**src/rtl/store_buffer.sv**
```systemverilog
// store_buffer: turns committed SB/SH/SW stores into word-aligned, byte-strobed memory writes
// held in a small FIFO that drains over a req/gnt handshake; flags misaligned stores and load hits.
module store_buffer #(
  parameter int DEPTH = 2
) (
  input  logic        clk,
  input  logic        reset,
  input  logic        store_valid_i,
  output logic        store_ready_o,
  input  logic [3:0]  instruction_operation_i,
  input  logic [31:0] address_i,
  input  logic [31:0] data_i,
  output logic        misaligned_o,
  output logic        mem_req_o,
  input  logic        mem_gnt_i,
  output logic [31:0] mem_address_o,
  output logic [3:0]  mem_write_enable_o,
  output logic [31:0] mem_data_o,
  input  logic [31:0] load_address_i,
  output logic        load_conflict_o,
  output logic        empty_o
);
  localparam logic [3:0] OP_SB = 4'h8;
  localparam logic [3:0] OP_SH = 4'h9;
  localparam logic [3:0] OP_SW = 4'hA;
  localparam int AW = $clog2(DEPTH);
  localparam int CW = AW + 1;

  logic [31:0]   addr_q [DEPTH];
  logic [31:0]   data_q [DEPTH];
  logic [3:0]    we_q   [DEPTH];
  logic [AW-1:0] head, tail, off;
  logic [CW-1:0] count;
  logic          is_sb, is_sh, is_sw, mis, attempt, push, pop;
  logic [3:0]    we_in;
  logic [31:0]   data_in;

  assign store_ready_o      = count != CW'(DEPTH);
  assign empty_o            = count == '0;
  assign mem_req_o          = !empty_o;
  assign mem_address_o      = addr_q[head];
  assign mem_write_enable_o = we_q[head];
  assign mem_data_o         = data_q[head];

  always_comb begin
    is_sb   = instruction_operation_i == OP_SB;
    is_sh   = instruction_operation_i == OP_SH;
    is_sw   = instruction_operation_i == OP_SW;
    mis     = (is_sh & address_i[0]) | (is_sw & |address_i[1:0]);
    attempt = store_valid_i & store_ready_o & (is_sb | is_sh | is_sw);
    push    = attempt & !mis;
    pop     = mem_req_o & mem_gnt_i;
    we_in   = is_sw ? 4'b1111 : is_sh ? (address_i[1] ? 4'b1100 : 4'b0011) : 4'b0001 << address_i[1:0];
    data_in = is_sw ? data_i : is_sh ? {2{data_i[15:0]}} : {4{data_i[7:0]}};
  end

  // An entry is live when its distance from head is below count.
  always_comb begin
    load_conflict_o = 1'b0;
    off             = '0;
    for (int i = 0; i < DEPTH; i++) begin
      off = AW'(i) - head;
      if ({1'b0, off} < count && addr_q[i][31:2] == load_address_i[31:2])
        load_conflict_o = 1'b1;
    end
  end

  always_ff @(posedge clk or posedge reset) begin
    if (reset) begin
      head         <= '0;
      tail         <= '0;
      count        <= '0;
      misaligned_o <= 1'b0;
      for (int i = 0; i < DEPTH; i++) begin
        addr_q[i] <= '0;
        data_q[i] <= '0;
        we_q[i]   <= '0;
      end
    end else begin
      misaligned_o <= attempt & mis;
      if (push) begin
        addr_q[tail] <= {address_i[31:2], 2'b00};
        data_q[tail] <= data_in;
        we_q[tail]   <= we_in;
        tail         <= tail + AW'(1);
      end
      if (pop)
        head <= head + AW'(1);
      count <= count + CW'(push) - CW'(pop);
    end
  end
endmodule
```
**config.mk**
```make
export PLATFORM = sky130hd
export DESIGN_NAME = store_buffer
export DESIGN_NICKNAME = d
export VERILOG_FILES = /design/src/rtl/store_buffer.sv
export SDC_FILE = /design/constraint.sdc
export NUM_CORES = 1
export LEC_CHECK = 0
export BUFFER_PORTS_ARGS = -buffer_cell sky130_fd_sc_hd__buf_2
export CORE_MARGIN = 2
export CORE_UTILIZATION = 50
export DETAILED_ROUTE_END_ITERATION = 12
export GPL_TIMING_DRIVEN = 0
export HOLD_SLACK_MARGIN = 0.06
export PLACE_DENSITY_LB_ADDON = 0.25
export SETUP_SLACK_MARGIN = 0.3
export SLEW_MARGIN = 0
export SYNTH_ARGS = -nofsm -noshare
export SYNTH_HDL_FRONTEND = slang
export SYNTH_SLANG_ARGS = --single-unit
```
**constraint.sdc**
```tcl
create_clock -name clk -period 5.17 [get_ports clk]
set_input_delay 0.517 -clock clk [delete_from_list [all_inputs] [get_ports clk]]
set_output_delay 0.517 -clock clk [all_outputs]
set_load 0.01 [all_outputs]
```
==> summary.txt, run 1 <==
Fraction of final layout cells sized beyond drive strength 1: 47.8%
Cell Area, Synth: 6980 um2
Clock slew at reported path FFs: 0.06 ns
Register area: 3430 um2
Chip width: 122 um
Number of buffers inserted by hold repair at cts: 0
Worst setup SP type: flop
Leading cell type in the layout, fill and taps excluded: sky130_fd_sc_hd__buf_2
Synth warnings: 0
Overall routed net length: 18400 um
Detailed Route Iter0 Violations: 308
Number of top-level pins: 177
Portion of the clock cycle consumed by the worst path in the final layout: 58.0%
Clock root buffer: sky130_fd_sc_hd__clkbuf_16
TritonCTS buffer count: 17
Met3 Track Usage GR: 6.18%
Number of global-route vias before repair: 5297
Die height: 122 um
Rows: 43
PnR Total Power: 5.65 mW
Number of max-cap violations: 0
H-Tree Level Count: 4
Diode count: 0
Most crowded layer after global routing: met2
Peak per-stage delay on the critical path: 0.55 ns
Leakage power figure: 4.22 nW
Clock tree from TritonCTS: done
Sequential cell area fraction in the yosys report: 49.1%
Number of DRC violations after detailed routing: 0
Path length in cells of the critical path: 5
Count of buffer and inverter cells on the critical path: 4
DP Cell Count: 932
Antenna violations before repair: 0
Kind of capture point of the worst setup path: primary output
Mean instance size in the synthesized netlist: 12.1 um2
Flip-flop and latch count after synthesis: 137
Logic pwr share: 40.7%
Footprint of the multi-input gates: 3340 um2
First-pass detailed-route iteration total: 4
Share of synthesized flip-flops with an asynchronous set or reset: 100%
Count of pins over their slew limit: 0
Placer Congestion: 0.853
RSZ-0062 raised after global routing: no
Layout net count: 877
Worst hold path type: in2async
Largest net degree at the start of global routing: 97
Clk sink count: 137
Final setup slack of the worst path: 2.17 ns
Count of flip-flops with a built-in enable after synthesis: 0
Floorplan die area: 14900 um2
Post-CTS repair timing setup buffer count: 0
Number of different library cells in the post-synthesis netlist: 38
Path type of the worst setup path: reg2out
ANT nets after route: 0
Vias post-DR: 5208
Dominant delay contributor by cell family on the critical path: buffers and inverters
Worst reg2reg path depth: 7
Maximum buffer depth of the clock tree: 2
Final hold violations: 0
Required time worst endpoint: 4.65 ns
Count of endpoints failing setup in the final report: 0
Max FO, Critical Path: 10
Cells traversed along the worst timing path: clkbuf_1, buf_1, buf_2, mux2_2, buf_2
Internal Pwr Total: 3.74 mW
Fin util: 63.7%
Final routed wire length divided by cell count: 19.1 um
Most common cell on crit path: sky130_fd_sc_hd__buf_2
Critical Path Slowest Stage Cell: sky130_fd_sc_hd__buf_1
Setup slack after placement: 2.64 ns
Net switching fraction of the power: 33.8%
Final cell count without fillers: 964
Portion of total power attributed to sequential cells: 34.9%
Setup_tns: 0 ns
Post-synthesis cell count: 578
Ys flop type: sky130_fd_sc_hd__dfrtp_1
Outcome: finished clean
Global-route usage over all layers: 25.9%
CTS-repair resized insts: 0
Upper clock frequency limit: 333 MHz
Met1 Track Usage GR: 33.0%
Placed wire-length estimate: 13700 um
Leftover overflow at the end of global routing: 0
Sw Pwr: 1.91 mW
Final clock skew: 0.0134 ns
Count of fill cells added during filler insertion: 1119
Max transition margin: 52.4%
P&R area growth vs syn: 25.8%
# port buffers: 172
Vias per cell: 5.40
Slew at the pin with the worst max-slew slack: 0.714 ns
Clock network latency to the later pin of the worst-skew pair: 0.43 ns
Top library cells by usage in the layout, fill and taps aside: sky130_fd_sc_hd__buf_2, sky130_fd_sc_hd__dfrtp_1, sky130_fd_sc_hd__mux2_2
M2 GR Usage: 43.3%
Effective utilization at floorplan: 50.6%
Worst VDD drop: 401 uV
Final critical path time including I/O delays and setup: 3.00 ns
Clock network fraction of design power: 24.4%
Power density cells: 644 nW/um2
Wire length of the first global-routing pass: 28500 um
Core area: 13800 um2
Crit path arrival time: 2.48 ns
-- area by class of cell --
type                    count  share of cell area (%)
plain buffers              34                    2.21
clock buffers              19                    5.16
clock inverters            13                    2.54
inverters                   5                   0.271
multi-input cells         403                    38.0
flip-flops and latches    137                    39.1
well taps                 180                    2.57
repair buffers            173                    10.1
-- stage by stage --
step                      hold slack, ns  area, um2
after floorplan                    0.444       6980
after global placement             0.456       8070
after detailed placement           0.465       8100
after CTS                          0.107       8770
after global routing               0.132       8770
final                              0.106       8770
-- worst paths after layout --
kind / startpoint / endpoint / slack, ns
min in group clk: address_i[3] / addr_q[3] / 0.33
max in group asynchronous: reset / addr_q[30] / 4.27
setup / recovery: head / mem_address_o[26] / 2.17
setup reg to reg: count[0] / we_q[7] / 3.00
hold reg to reg: we_q[0] / we_q[0] / 0.47
hold / removal: reset / misaligned_o / 0.11
-- worst reg2reg max path, cell delays in order (launching register included) --
cell and delay, ns:
sky130_fd_sc_hd__dfrtp_1 0.42, sky130_fd_sc_hd__nand2b_1 0.17, sky130_fd_sc_hd__nand4_2 0.15, sky130_fd_sc_hd__a211oi_2 0.44
sky130_fd_sc_hd__buf_4 0.27, sky130_fd_sc_hd__buf_4 0.20, sky130_fd_sc_hd__buf_2 0.27, sky130_fd_sc_hd__a21oi_1 0.11
-- kinds of logic after synthesis --
logic type,count (synthesis),share of synthesized area [%]
adders and majority gates,2,0.359
buffers and inverters,39,3.05
muxes,158,26.3
AOI/OAI and AO/OA,81,6.55
xor gates and xnor gates,64,8.04
other,1,0.0538
DFF,137,49.1
and+or+nand+nor,96,6.51
-- power by group through the flow --
stage | Sequential (mW) | Combinational [mW] | Clock, mW
after CTS | 1.97 | 2.33 | 1.40
after floorplan | 1.87 | 1.56 | 0
final | 1.97 | 2.30 | 1.38
after detailed placement | 1.98 | 2.30 | 0
after global placement | 1.93 | 2.26 | 0
after global routing | 2.04 | 2.50 | 1.44
-- metal layers --
| metal | share of wire [%] | wire length, um |
|---|---|---|
| met5 | 0 | 0 |
| met1 | 41 | 7550 |
| met3 | 6.9 | 1260 |
| met4 | 2.0 | 372 |
| met2 | 50 | 9240 |
-- synth_stat cells (all sizes together) (2+ instances only) --
master / number / area, um2
a21oi: 39 / 195
mux2: 142 / 1670
inv: 5 / 18.8
nor2b: 2 / 20.0
mux2i: 16 / 160
a22o: 8 / 70.1
nand2b: 4 / 25.0
xnor2: 31 / 272
buf: 29 / 175
nor4: 9 / 56.3
o21ai: 29 / 145
xor2: 33 / 289
clkbuf: 5 / 18.8
nand4: 9 / 62.6
ha: 2 / 25.0
dfrtp: 137 / 3430
nor2: 34 / 130
nand2: 32 / 120
-- state kept, by name, summed over array words and instances (netlist names) --
signal / cells
we_q: 8
tail: 1
addr_q: 60
data_q: 64
head: 1
count: 2
misaligned_o: 1
(Power assumes the default switching activity.)
==> run 2: changes to the inputs <==
CORE_UTILIZATION = 48   (was 50)
clock period = 2.7 ns   (was 5.17 ns; I/O delays follow)
==> run 2 against run 1 <==
  * Via count grew 2.4%
  * Cell count grew 0.73%
  * Critical path type unchanged
  * Register-to-register slack lost 2.5 ns
  * Largest cell class unchanged
  * Final area grew 0.43%
==> summary.txt, run 2 (synthesis results as in run 1) <==
Outcome: finished clean
Rows: 44
Critical Path Slowest Stage Cell: sky130_fd_sc_hd__nor4_2
H-Tree Level Count: 4
Net switching fraction of the power: 34.8%
Logic pwr share: 41.9%
First-pass detailed-route iteration total: 5
Kind of capture point of the worst setup path: primary output
Number of global-route vias before repair: 5454
Clk sink count: 137
Final critical path time including I/O delays and setup: 2.39 ns
Global-route usage over all layers: 25.3%
Biggest register: data_q
Maximum buffer depth of the clock tree: 2
Core area: 14400 um2
Worst hold path type: in2reg
ANT nets after route: 0
Chip width: 125 um
Portion of the clock cycle consumed by the worst path in the final layout: 88.7%
Worst reg-to-reg setup slack: 0.53 ns
Biggest regs: data_q (64), addr_q (60), we_q (8)
TritonCTS buffer count: 17
Final routed wire length divided by cell count: 19.7 um
Upper clock frequency limit: 418 MHz
Worst reg2reg path depth: 7
Number of DRC violations after detailed routing: 0
Max transition margin: 46.1%
Vias per cell: 5.49
P&R area growth vs syn: 26.3%
Leftover overflow at the end of global routing: 0
Clock network latency to the later pin of the worst-skew pair: 0.41 ns
Path type of the worst setup path: reg2out
Clock slew at reported path FFs: 0.06 ns
Crit path arrival time: 2.12 ns
# port buffers: 172
Top library cells by usage in the layout, fill and taps aside: sky130_fd_sc_hd__buf_2, sky130_fd_sc_hd__dfrtp_1, sky130_fd_sc_hd__mux2_2
Vias post-DR: 5334
Wire length of the first global-routing pass: 30400 um
Area after detailed placement: 8130 um2
Final hold violations: 0
Clock tree from TritonCTS: done
Worst VDD drop: 658 uV
Floorplan die area: 15500 um2
Power density cells: 1210 nW/um2
Final cell area excluding filler cells: 8810 um2
Setup_tns: 0 ns
Fraction of final layout cells sized beyond drive strength 1: 48.9%
Portion of total power attributed to sequential cells: 35.4%
Slew at the pin with the worst max-slew slack: 0.806 ns
Worst setup SP type: flop
Count of cells along the worst hold path: 2
Internal Pwr Total: 6.98 mW
Final clock skew: 0.00689 ns
Overall routed net length: 19100 um
Number of flip-flops in the largest register: 64
Placed wire-length estimate: 14100 um
Antenna violations before repair: 1
Cells traversed along the worst timing path: xor2_1, nor4_2, nand4_1, o41ai_1, buf_2
Worst-case hold slack: 0.103 ns
Leakage power figure: 4.23 nW
Max FO, Critical Path: 3
Placer Congestion: 0.861
Effective utilization at floorplan: 48.5%
Largest net degree at the start of global routing: 42
Count of pins over their slew limit: 0
Number of top-level pins: 177
Layout net count: 880
Leading cell type in the layout, fill and taps excluded: sky130_fd_sc_hd__buf_2
Detailed Route Iter0 Violations: 417
Worst min-delay path endpoint: addr_q[11]
Number of max-cap violations: 0
Peak per-stage delay on the critical path: 0.44 ns
Clock root buffer: sky130_fd_sc_hd__clkbuf_16
Fin util: 61.3%
RSZ-0062 raised after global routing: yes
Clock network fraction of design power: 22.7%
Reg-to-Reg End: data_q[49]
Required time worst endpoint: 2.43 ns
Count of endpoints failing setup in the final report: 0
Die height: 125 um
Start point of the worst hold path: address_i[11]
Beginning of the worst register-to-register path: count[0]
Sw Pwr: 3.72 mW
==> run 2: changes by cell type in the layout (fill, tap and decap cells not counted), sizes merged <==
cell / change
clkinv: +3
bufinv: -2
clkbuf: +1
diode: +1
dlygate4sd3: +1
inv: -1
==> run 2: how the worst max path moves through the flow <==
stage                     from                    end  cells past startpoint
floorplan                reset             addr_q[10]                      1
finish              addr_q[20]        load_conflict_o                      5
global placement         reset             addr_q[60]                      2
CTS                       head         mem_data_o[28]                      4
detailed placement        head  mem_write_enable_o[0]                      5
global route        addr_q[20]        load_conflict_o                      5
==> run 2: power groups by stage <==
stage / logic [mW] / registers, mW / clock network [mW]
final: 4.49 / 3.79 / 2.42
after floorplan: 2.99 / 3.59 / 0
after CTS: 4.51 / 3.78 / 2.46
after detailed placement: 4.42 / 3.80 / 0
after global routing: 4.82 / 3.93 / 2.57
after global placement: 4.34 / 3.71 / 0
==> run 2: per-stage QoR <==
stage / power (mW) / instances / setup slack [ns]
finish: 10.7 / 971 / 0.305
global route: 11.3 / 970 / 0.237
CTS: 10.7 / 970 / 0.304
detailed placement: 8.22 / 938 / 0.405
global placement: 8.05 / 935 / -0.0880
floorplan: 6.58 / 579 / 0.723
==> run 2: final cells by class <==
cell class,instances,area (um2)
antenna,1,2.50
buffer,34,209
clock buffer,18,439
clock inverter,13,178
fill,1150,5560
inverter,5,22.5
multi-input combinational,403,3370
sequential,137,3430
tap,184,230
timing repair buffer,176,931
==> run 2: repair_timing <==
item / CTS / global route
hold endpoints to repair: 31 / 0
resized for setup: 8 / 6
pin swaps: 1 / 0
hold buffers: 1 / 0
setup endpoints to repair: 36 / 54
setup buffers: 0 / 0
==> run 2: critical path: cells and delay by family, from the launching register on <==
family                    cells  cell delay (ns)
xor gates and xnor gates      1             0.19
buffers and inverters         1             0.20
DFF                           1             0.40
and+or+nand+nor               2             0.60
AOI/OAI and AO/OA             1             0.32
==> run 2: metal layers <==
layer / vias to the layer above / routed length (um) / GRT usage [%]
li1: 2421 / - / -
met4: 0 / 491 / 8.46
met5: - / 0 / 0
met3: 31 / 1350 / 7.09
met2: 225 / 9220 / 41.1
met1: 2657 / 8040 / 32.8
